[config.mk]
export PLATFORM = sky130hd
export DESIGN_NAME = mem_bus_xbar_flat
export DESIGN_NICKNAME = d
export VERILOG_FILES = /design/src/rtl/mem_bus_xbar_pkg.sv /design/src/rtl/mem_bus_xbar_if.sv /design/src/rtl/mem_bus_timeout.sv /design/src/rtl/mem_bus_xbar.sv /design/src/flat_wrapper.sv
export SDC_FILE = /design/constraint.sdc
export NUM_CORES = 1
export LEC_CHECK = 0
export ABC_AREA = 1
export BUFFER_PORTS_ARGS = -buffer_cell sky130_fd_sc_hd__buf_2
export CAP_MARGIN = 20
export CORE_AREA = 8 8 128 130
export DETAILED_ROUTE_END_ITERATION = 6
export DIE_AREA = 0 0 136 138
export PLACE_DENSITY = 0.63
export SLEW_MARGIN = 20
export SYNTH_ARGS = -nofsm -noshare
export SYNTH_HDL_FRONTEND = slang
export SYNTH_SLANG_ARGS = --single-unit
[constraint.sdc]
create_clock -name clk -period 2.3 [get_ports clk]
set_input_delay 0.46 -clock clk [delete_from_list [all_inputs] [get_ports clk]]
set_output_delay 0.46 -clock clk [all_outputs]
set_load 0.05 [all_outputs]
[src/rtl/mem_bus_xbar_pkg.sv]
// Shared definitions for the native-bus crossbar: FSM encodings, default error
// read data and the standard memory map.
package mem_bus_xbar_pkg;

    typedef enum logic [1:0] {
        ST_IDLE   = 2'd0,
        ST_ACTIVE = 2'd1,
        ST_ERR    = 2'd2,
        ST_DONE   = 2'd3
    } xbar_state_t;

    localparam logic [31:0] ERR_RDATA_DEFAULT = 32'hDEAD_BEEF;

    localparam logic [31:0] FLASH_BASE   = 32'h0000_0000;
    localparam logic [31:0] FLASH_MASK   = 32'hFFFE_0000;
    localparam logic [31:0] SRAM_BASE    = 32'h0002_0000;
    localparam logic [31:0] SRAM_MASK    = 32'hFFFF_E000;
    localparam logic [31:0] LED_BASE     = 32'h8000_0000;
    localparam logic [31:0] LED_MASK     = 32'hFFFF_FFFF;
    localparam logic [31:0] SYSTICK_BASE = 32'h8000_0100;
    localparam logic [31:0] SYSTICK_MASK = 32'hFFFF_FFF0;

endpackage

[src/rtl/mem_bus_xbar_if.sv]
// Native valid/ready memory bus: master side towards the cpu, N select lines
// and shared request fields towards the slaves.
interface mem_bus_xbar_if #(
    parameter int N_SLAVES = 4
);
    logic                   m_valid;
    logic [31:0]            m_addr;
    logic [31:0]            m_wdata;
    logic [3:0]             m_wstrb;
    logic                   m_ready;
    logic [31:0]            m_rdata;
    logic [N_SLAVES-1:0]    s_sel;
    logic [31:0]            s_addr;
    logic [31:0]            s_wdata;
    logic [3:0]             s_wstrb;
    logic [N_SLAVES-1:0]    s_ready;
    logic [N_SLAVES*32-1:0] s_rdata;

    modport master (
        output m_valid, m_addr, m_wdata, m_wstrb,
        input  m_ready, m_rdata
    );

    modport slave (
        input  s_sel, s_addr, s_wdata, s_wstrb,
        output s_ready, s_rdata
    );

    modport xbar (
        input  m_valid, m_addr, m_wdata, m_wstrb, s_ready, s_rdata,
        output m_ready, m_rdata, s_sel, s_addr, s_wdata, s_wstrb
    );
endinterface

[src/rtl/mem_bus_timeout.sv]
// Bus-timeout counter: cleared while idle, counts active cycles and holds at
// the limit so the expired flag stays up until the next clear.
module mem_bus_timeout #(
    parameter int TIMEOUT_CYCLES = 255
) (
    input  logic clk,
    input  logic reset_n,
    input  logic clear,
    input  logic enable,
    output logic expired
);
    localparam int W = $clog2(TIMEOUT_CYCLES + 1);

    logic [W-1:0] count;

    assign expired = (count == W'(TIMEOUT_CYCLES));

    always_ff @(posedge clk or negedge reset_n) begin
        if (!reset_n) begin
            count <= '0;
        end else if (clear) begin
            count <= '0;
        end else if (enable && !expired) begin
            count <= count + W'(1);
        end
    end
endmodule

[src/rtl/mem_bus_xbar.sv]
// Table-driven 1-master/N-slave decoder for the picorv32 native bus with
// registered decode, timeout and unmapped-address error reporting.
//
//  state  | meaning
//  IDLE   | waiting for m_valid; decode address, latch one-hot slave
//  ACTIVE | selected slave sees s_sel; wait for its s_ready or timeout
//  ERR    | unmapped or timed-out access: complete with ERR_RDATA, raise irq
//  DONE   | one dead cycle so a re-issued request is not double-counted
module mem_bus_xbar
    import mem_bus_xbar_pkg::*;
#(
    parameter int                     N_SLAVES       = 4,
    parameter logic [N_SLAVES*32-1:0] SLAVE_BASE     = {N_SLAVES{32'h0}},
    parameter logic [N_SLAVES*32-1:0] SLAVE_MASK     = {N_SLAVES{32'hFFFF_FFFF}},
    parameter int                     TIMEOUT_CYCLES = 255,
    parameter logic [31:0]            ERR_RDATA      = ERR_RDATA_DEFAULT
) (
    input  logic         clk,
    input  logic         reset_n,
    mem_bus_xbar_if.xbar bus,
    output logic         err_irq,
    output logic [31:0]  err_addr,
    output logic [7:0]   err_count
);
    xbar_state_t         state_q, state_d;
    logic [N_SLAVES-1:0] hit, onehot, sel_q, sel_d;
    logic [N_SLAVES:0]   lower_hit;
    logic [31:0]         rd_chain [N_SLAVES+1];
    logic                any_hit, sel_ready;
    logic                timer_clear, timer_en, timer_expired;

    assign bus.s_addr  = bus.m_addr;
    assign bus.s_wdata = bus.m_wdata;
    assign bus.s_wstrb = bus.m_wstrb;

    // lower_hit[i] is set when any lower-indexed slave matched, giving
    // lowest-index priority on overlapping windows.
    assign lower_hit[0] = 1'b0;
    assign rd_chain[0]  = '0;

    for (genvar i = 0; i < N_SLAVES; i++) begin : g_slave
        assign hit[i]         = ((bus.m_addr & SLAVE_MASK[32*i +: 32]) == SLAVE_BASE[32*i +: 32]);
        assign onehot[i]      = hit[i] & ~lower_hit[i];
        assign lower_hit[i+1] = lower_hit[i] | hit[i];
        assign rd_chain[i+1]  = rd_chain[i] | (sel_q[i] ? bus.s_rdata[32*i +: 32] : 32'h0);
    end

    assign any_hit   = lower_hit[N_SLAVES];
    assign sel_ready = |(bus.s_ready & sel_q);

    mem_bus_timeout #(
        .TIMEOUT_CYCLES(TIMEOUT_CYCLES)
    ) u_timeout (
        .clk     (clk),
        .reset_n (reset_n),
        .clear   (timer_clear),
        .enable  (timer_en),
        .expired (timer_expired)
    );

    always_ff @(posedge clk or negedge reset_n) begin
        if (!reset_n) begin
            state_q   <= ST_IDLE;
            sel_q     <= '0;
            err_addr  <= '0;
            err_count <= '0;
        end else begin
            state_q <= state_d;
            sel_q   <= sel_d;
            if (state_q == ST_ERR) begin
                err_addr <= bus.m_addr;
                if (err_count != 8'hFF) begin
                    err_count <= err_count + 8'd1;
                end
            end
        end
    end

    always_comb begin
        state_d     = state_q;
        sel_d       = sel_q;
        bus.m_ready = 1'b0;
        bus.m_rdata = '0;
        bus.s_sel   = '0;
        err_irq     = 1'b0;
        timer_clear = 1'b0;
        timer_en    = 1'b0;
        case (state_q)
            ST_IDLE: begin
                timer_clear = 1'b1;
                if (bus.m_valid) begin
                    if (any_hit) begin
                        sel_d   = onehot;
                        state_d = ST_ACTIVE;
                    end else begin
                        state_d = ST_ERR;
                    end
                end
            end
            ST_ACTIVE: begin
                if (!bus.m_valid) begin
                    state_d = ST_IDLE;
                end else begin
                    // select drops in the expiry cycle, but a late ready still completes
                    if (!timer_expired) begin
                        bus.s_sel = sel_q;
                        timer_en  = 1'b1;
                    end
                    if (sel_ready) begin
                        bus.m_ready = 1'b1;
                        bus.m_rdata = rd_chain[N_SLAVES];
                        state_d     = ST_DONE;
                    end else if (timer_expired) begin
                        state_d = ST_ERR;
                    end
                end
            end
            ST_ERR: begin
                bus.m_ready = 1'b1;
                bus.m_rdata = ERR_RDATA;
                err_irq     = 1'b1;
                state_d     = ST_DONE;
            end
            ST_DONE: begin
                state_d = ST_IDLE;
            end
            default: begin
                state_d = ST_IDLE;
            end
        endcase
    end
endmodule

[src/flat_wrapper.sv]
// flat-port wrapper written by rule: the top's interface ports become plain ports
module mem_bus_xbar_flat import mem_bus_xbar_pkg::*;
#(
    parameter int                     N_SLAVES       = 4,
    parameter logic [N_SLAVES*32-1:0] SLAVE_BASE     = {N_SLAVES{32'h0}},
    parameter logic [N_SLAVES*32-1:0] SLAVE_MASK     = {N_SLAVES{32'hFFFF_FFFF}},
    parameter int                     TIMEOUT_CYCLES = 255,
    parameter logic [31:0]            ERR_RDATA      = ERR_RDATA_DEFAULT
)
  (clk, reset_n, err_irq, err_addr, err_count, bus_m_valid, bus_m_addr, bus_m_wdata, bus_m_wstrb, bus_s_ready, bus_s_rdata, bus_m_ready, bus_m_rdata, bus_s_sel, bus_s_addr, bus_s_wdata, bus_s_wstrb);
  mem_bus_xbar_if #(.N_SLAVES(N_SLAVES)) bus_i ();
  input  logic clk;
  input  logic reset_n;
  output logic err_irq;
  output logic [31:0] err_addr;
  output logic [7:0] err_count;
  input wire logic [$bits(bus_i.m_valid)-1:0] bus_m_valid;
  input wire logic [$bits(bus_i.m_addr)-1:0] bus_m_addr;
  input wire logic [$bits(bus_i.m_wdata)-1:0] bus_m_wdata;
  input wire logic [$bits(bus_i.m_wstrb)-1:0] bus_m_wstrb;
  input wire logic [$bits(bus_i.s_ready)-1:0] bus_s_ready;
  input wire logic [$bits(bus_i.s_rdata)-1:0] bus_s_rdata;
  output wire logic [$bits(bus_i.m_ready)-1:0] bus_m_ready;
  output wire logic [$bits(bus_i.m_rdata)-1:0] bus_m_rdata;
  output wire logic [$bits(bus_i.s_sel)-1:0] bus_s_sel;
  output wire logic [$bits(bus_i.s_addr)-1:0] bus_s_addr;
  output wire logic [$bits(bus_i.s_wdata)-1:0] bus_s_wdata;
  output wire logic [$bits(bus_i.s_wstrb)-1:0] bus_s_wstrb;
  assign bus_i.m_valid = bus_m_valid;
  assign bus_i.m_addr = bus_m_addr;
  assign bus_i.m_wdata = bus_m_wdata;
  assign bus_i.m_wstrb = bus_m_wstrb;
  assign bus_i.s_ready = bus_s_ready;
  assign bus_i.s_rdata = bus_s_rdata;
  assign bus_m_ready = bus_i.m_ready;
  assign bus_m_rdata = bus_i.m_rdata;
  assign bus_s_sel = bus_i.s_sel;
  assign bus_s_addr = bus_i.s_addr;
  assign bus_s_wdata = bus_i.s_wdata;
  assign bus_s_wstrb = bus_i.s_wstrb;
  mem_bus_xbar #(.N_SLAVES(N_SLAVES), .SLAVE_BASE(SLAVE_BASE), .SLAVE_MASK(SLAVE_MASK), .TIMEOUT_CYCLES(TIMEOUT_CYCLES), .ERR_RDATA(ERR_RDATA)) u_core (.clk(clk), .reset_n(reset_n), .bus(bus_i), .err_irq(err_irq), .err_addr(err_addr), .err_count(err_count));
endmodule
==> results_dict.tcl <==
set metrics [dict create \
    finalMaxSlewViolations 0 \
    io_pins 349 \
    cts_tree "built" \
    synth_common_cells "nand2_1, nor2_1, buf_4, dfrtp_1, inv_1" \
    synth-main-ff-cell "dfrtp_1" \
    avgViaCountPerCell 4.00 \
    wl_met3_um 843 \
    synth_cells 451 \
    synth.distinct_cells 30 \
    die_w_um 136 \
    rsz0062_at_grt "yes" \
    r2r-start "u_core.state_q[0]$_DFFE_PN0P_" \
    cp_max_fo 8 \
    cp.arrival_ns 1.91 \
    yosysMostFrequentCell "nand2_1" \
    end_kind "primary output" \
    die_h_um 138 \
    fp-row-count 44 \
    die_area_sq_um 18800 \
    synth_top_area_cell "dfrtp_1" \
    status "finished, violations left" \
    setup_slack_ns -0.0680 \
    hpwl_mm 8.05 \
    start_util 0.233 \
    netlist_top_cells_area "dfrtp_1, buf_4, nand2_1, nor2_1, inv_1" \
    final-hold-violation-count 0 \
    crit_start "u_core.state_q[0]$_DFFE_PN0P_" \
    drc 0 \
    fin_area_sq_um 4470 \
    wl_mm 10.4 \
    top_layer "met4" \
    met1_length_mm 4.51 \
    grt_max_degree 42 \
    final_layout_size_suffix_gt1_frac 0.418 \
    layout.nets 772 \
    grt_overflow 0 \
    cts_sinks 51 \
    worst_slew_pin_slew_ns 0.581 \
    grt_pass1_vias 3095 \
    maxCapViolCount 0 \
    period_minus_slack_ns 2.37 \
    postSynthAreaPerCell_sq_um 7.41 \
    cts_buffers 5 \
    required_ns 1.84 \
    diodes 0 \
    cts-root-buf "clkbuf_16" \
    synth_area_sq_um 3340 \
    yosysTopAreaCellShare 0.382 \
    fin_skew_ns 0.00500 \
    setup_viol 20 \
    p_total_uw 7730 \
    path_clk_slew_ns 0.07 \
    final_util 0.312 \
    async_reset_ff_frac 1.00 \
    hp-class "in -> async" \
    htree_levels 2 \
    grt_first_pass_wirelength_mm 16.1 \
    portBuffers 174 \
    power_density_nw_per_um2 1730 \
    path_class "reg -> out" \
    cts_buffer_depth 2 \
    coreArea_sq_um 14300 \
    maxSlewHeadroom 0.612 \
    fillers 1549 \
    grtUsageTotal 0.106 \
    dr_wl_met2_mm 5.04 \
    dr.pass1.iters 4 \
    postPlaceCellArea_sq_um 3930 \
    violations "negative setup slack" \
    peakVddDrop_mv 0.531 \
    synth_edf_count 0 \
    ant_nets 0 \
    synth_warnings 0 \
    worstSkewPairLatency_ns 0.29 \
    ys_seq_area_frac 0.382 \
    critPathLaunchType "flop" \
    areaGrowthSynthToFinish_pct 33.7 \
    power_leakage_uw 0.00240 \
    ys_ff_latch 51 \
    fin_crit_sh 1.03 \
    antenna_found_initial 0 \
    fmax_mhz 422 \
    num_vias 2989 \
    drt_iter0_drc 121 \
    gp_congestion 0.789 \
    wire_per_inst_um 14.0 \
    cts_hold_buf 0 \
]
[worst paths after layout]
kind | end | slack [ns] | depth (start not counted)
max in group asynchronous | u_core.u_timeout.count[6]$_DFFE_PN0P_ | 1.57 | 2
worst max register to register | u_core.state_q[1]$_DFFE_PN0P_ | 0.55 | 10
worst max-delay path | bus_m_rdata[31] | -0.07 | 7
worst min-delay path | u_core.err_count[3]$_DFFE_PN0P_ | 0.16 | 1
min in group clk | u_core.err_addr[30]$_DFFE_PN0P_ | 0.39 | 3
worst min register to register | u_core.err_addr[14]$_DFFE_PN0P_ | 0.47 | 2
[state kept, by name, indices dropped and copies added (netlist names)]
register,flops
u_core.sel_q,1
u_core.u_timeout.count,8
u_core.err_count,8
u_core.err_addr,32
u_core.state_q,2
[timing repair]
| action | 4_1_cts | 5_1_grt |
|---|---|---|
| gates resized for setup | 50 | 30 |
| pin swaps | 0 | 3 |
| setup endpoints to repair | 33 | 33 |
| setup buffers | 0 | 4 |
| gates cloned | 0 | 3 |
[routing by layer]
layer  GRT usage  vias to the layer above
met5           0                        -
met4      0.0202                        0
met3      0.0315                       10
met2       0.180                      106
met1       0.129                     1364
li1            -                     1509
[area by class of cell]
cell class / instances / area (sq um) / share of cell area
multi-input cells: 287 / 1440 / 0.322
flip-flops and latches: 51 / 1280 / 0.286
repair buffers: 187 / 1220 / 0.274
well taps: 184 / 230 / 0.0516
clock buffers: 6 / 139 / 0.0311
inverters: 31 / 118 / 0.0263
clock inverters: 2 / 38.8 / 0.00869
[per-stage QoR]
stage / hold WS, ns / setup WS (ns) / TNS [ns] / instances
final: 0.159 / -0.0680 / -0.735 / 748
after global routing: 0.201 / -0.139 / -2.02 / 748
after CTS: 0.181 / -0.0637 / -0.584 / 742
after detailed placement: 0.454 / 0.0531 / 0 / 734
after global placement: 0.449 / 0.0688 / 0 / 734
after floorplan: 0.164 / -0.00492 / -0.0492 / 453
[layout by cell type (no fill, tap or decap), types with 4 or more instances in the layout]
cell type / Yosys / routed
o21ai_0: 9 / 9
buf_8: 0 / 4
clkbuf_16: 0 / 7
nor3_1: 4 / 4
nand3_1: 11 / 10
dfrtp_1: 51 / 51
clkbuf_4: 0 / 8
buf_2: 5 / 143
inv_1: 29 / 26
inv_2: 1 / 4
xor2_1: 4 / 4
nor2_2: 10 / 6
nand2_1: 140 / 138
nor2_4: 9 / 18
nor2_1: 74 / 69
buf_4: 71 / 7
buf_6: 3 / 20
[critical path, stage by stage (launching register included)]
cell,delay (ns)
dfrtp_1,0.43
inv_2,0.11
ha_4,0.29
inv_2,0.03
or2_4,0.30
clkbuf_16,0.19
nor2_4,0.11
buf_8,0.15
[where the power goes]
part | total, uW | internal (uW) | switching [uW]
Clock | 893 | 548 | 345
Sequential | 1490 | 1260 | 229
Combinational | 5350 | 1570 | 3780
[kinds of logic after synthesis]
group	count (synthesis)	share of synthesized area
XOR/XNOR	7	0.0184
other	1	0.00112
adder cells (fa/ha/maj)	6	0.0225
AO/OA/AOI/OAI	15	0.0247
buffers and inverters	115	0.223
flip-flops	51	0.382
AND/OR/NAND/NOR	256	0.328
(Power assumes the default switching activity.)
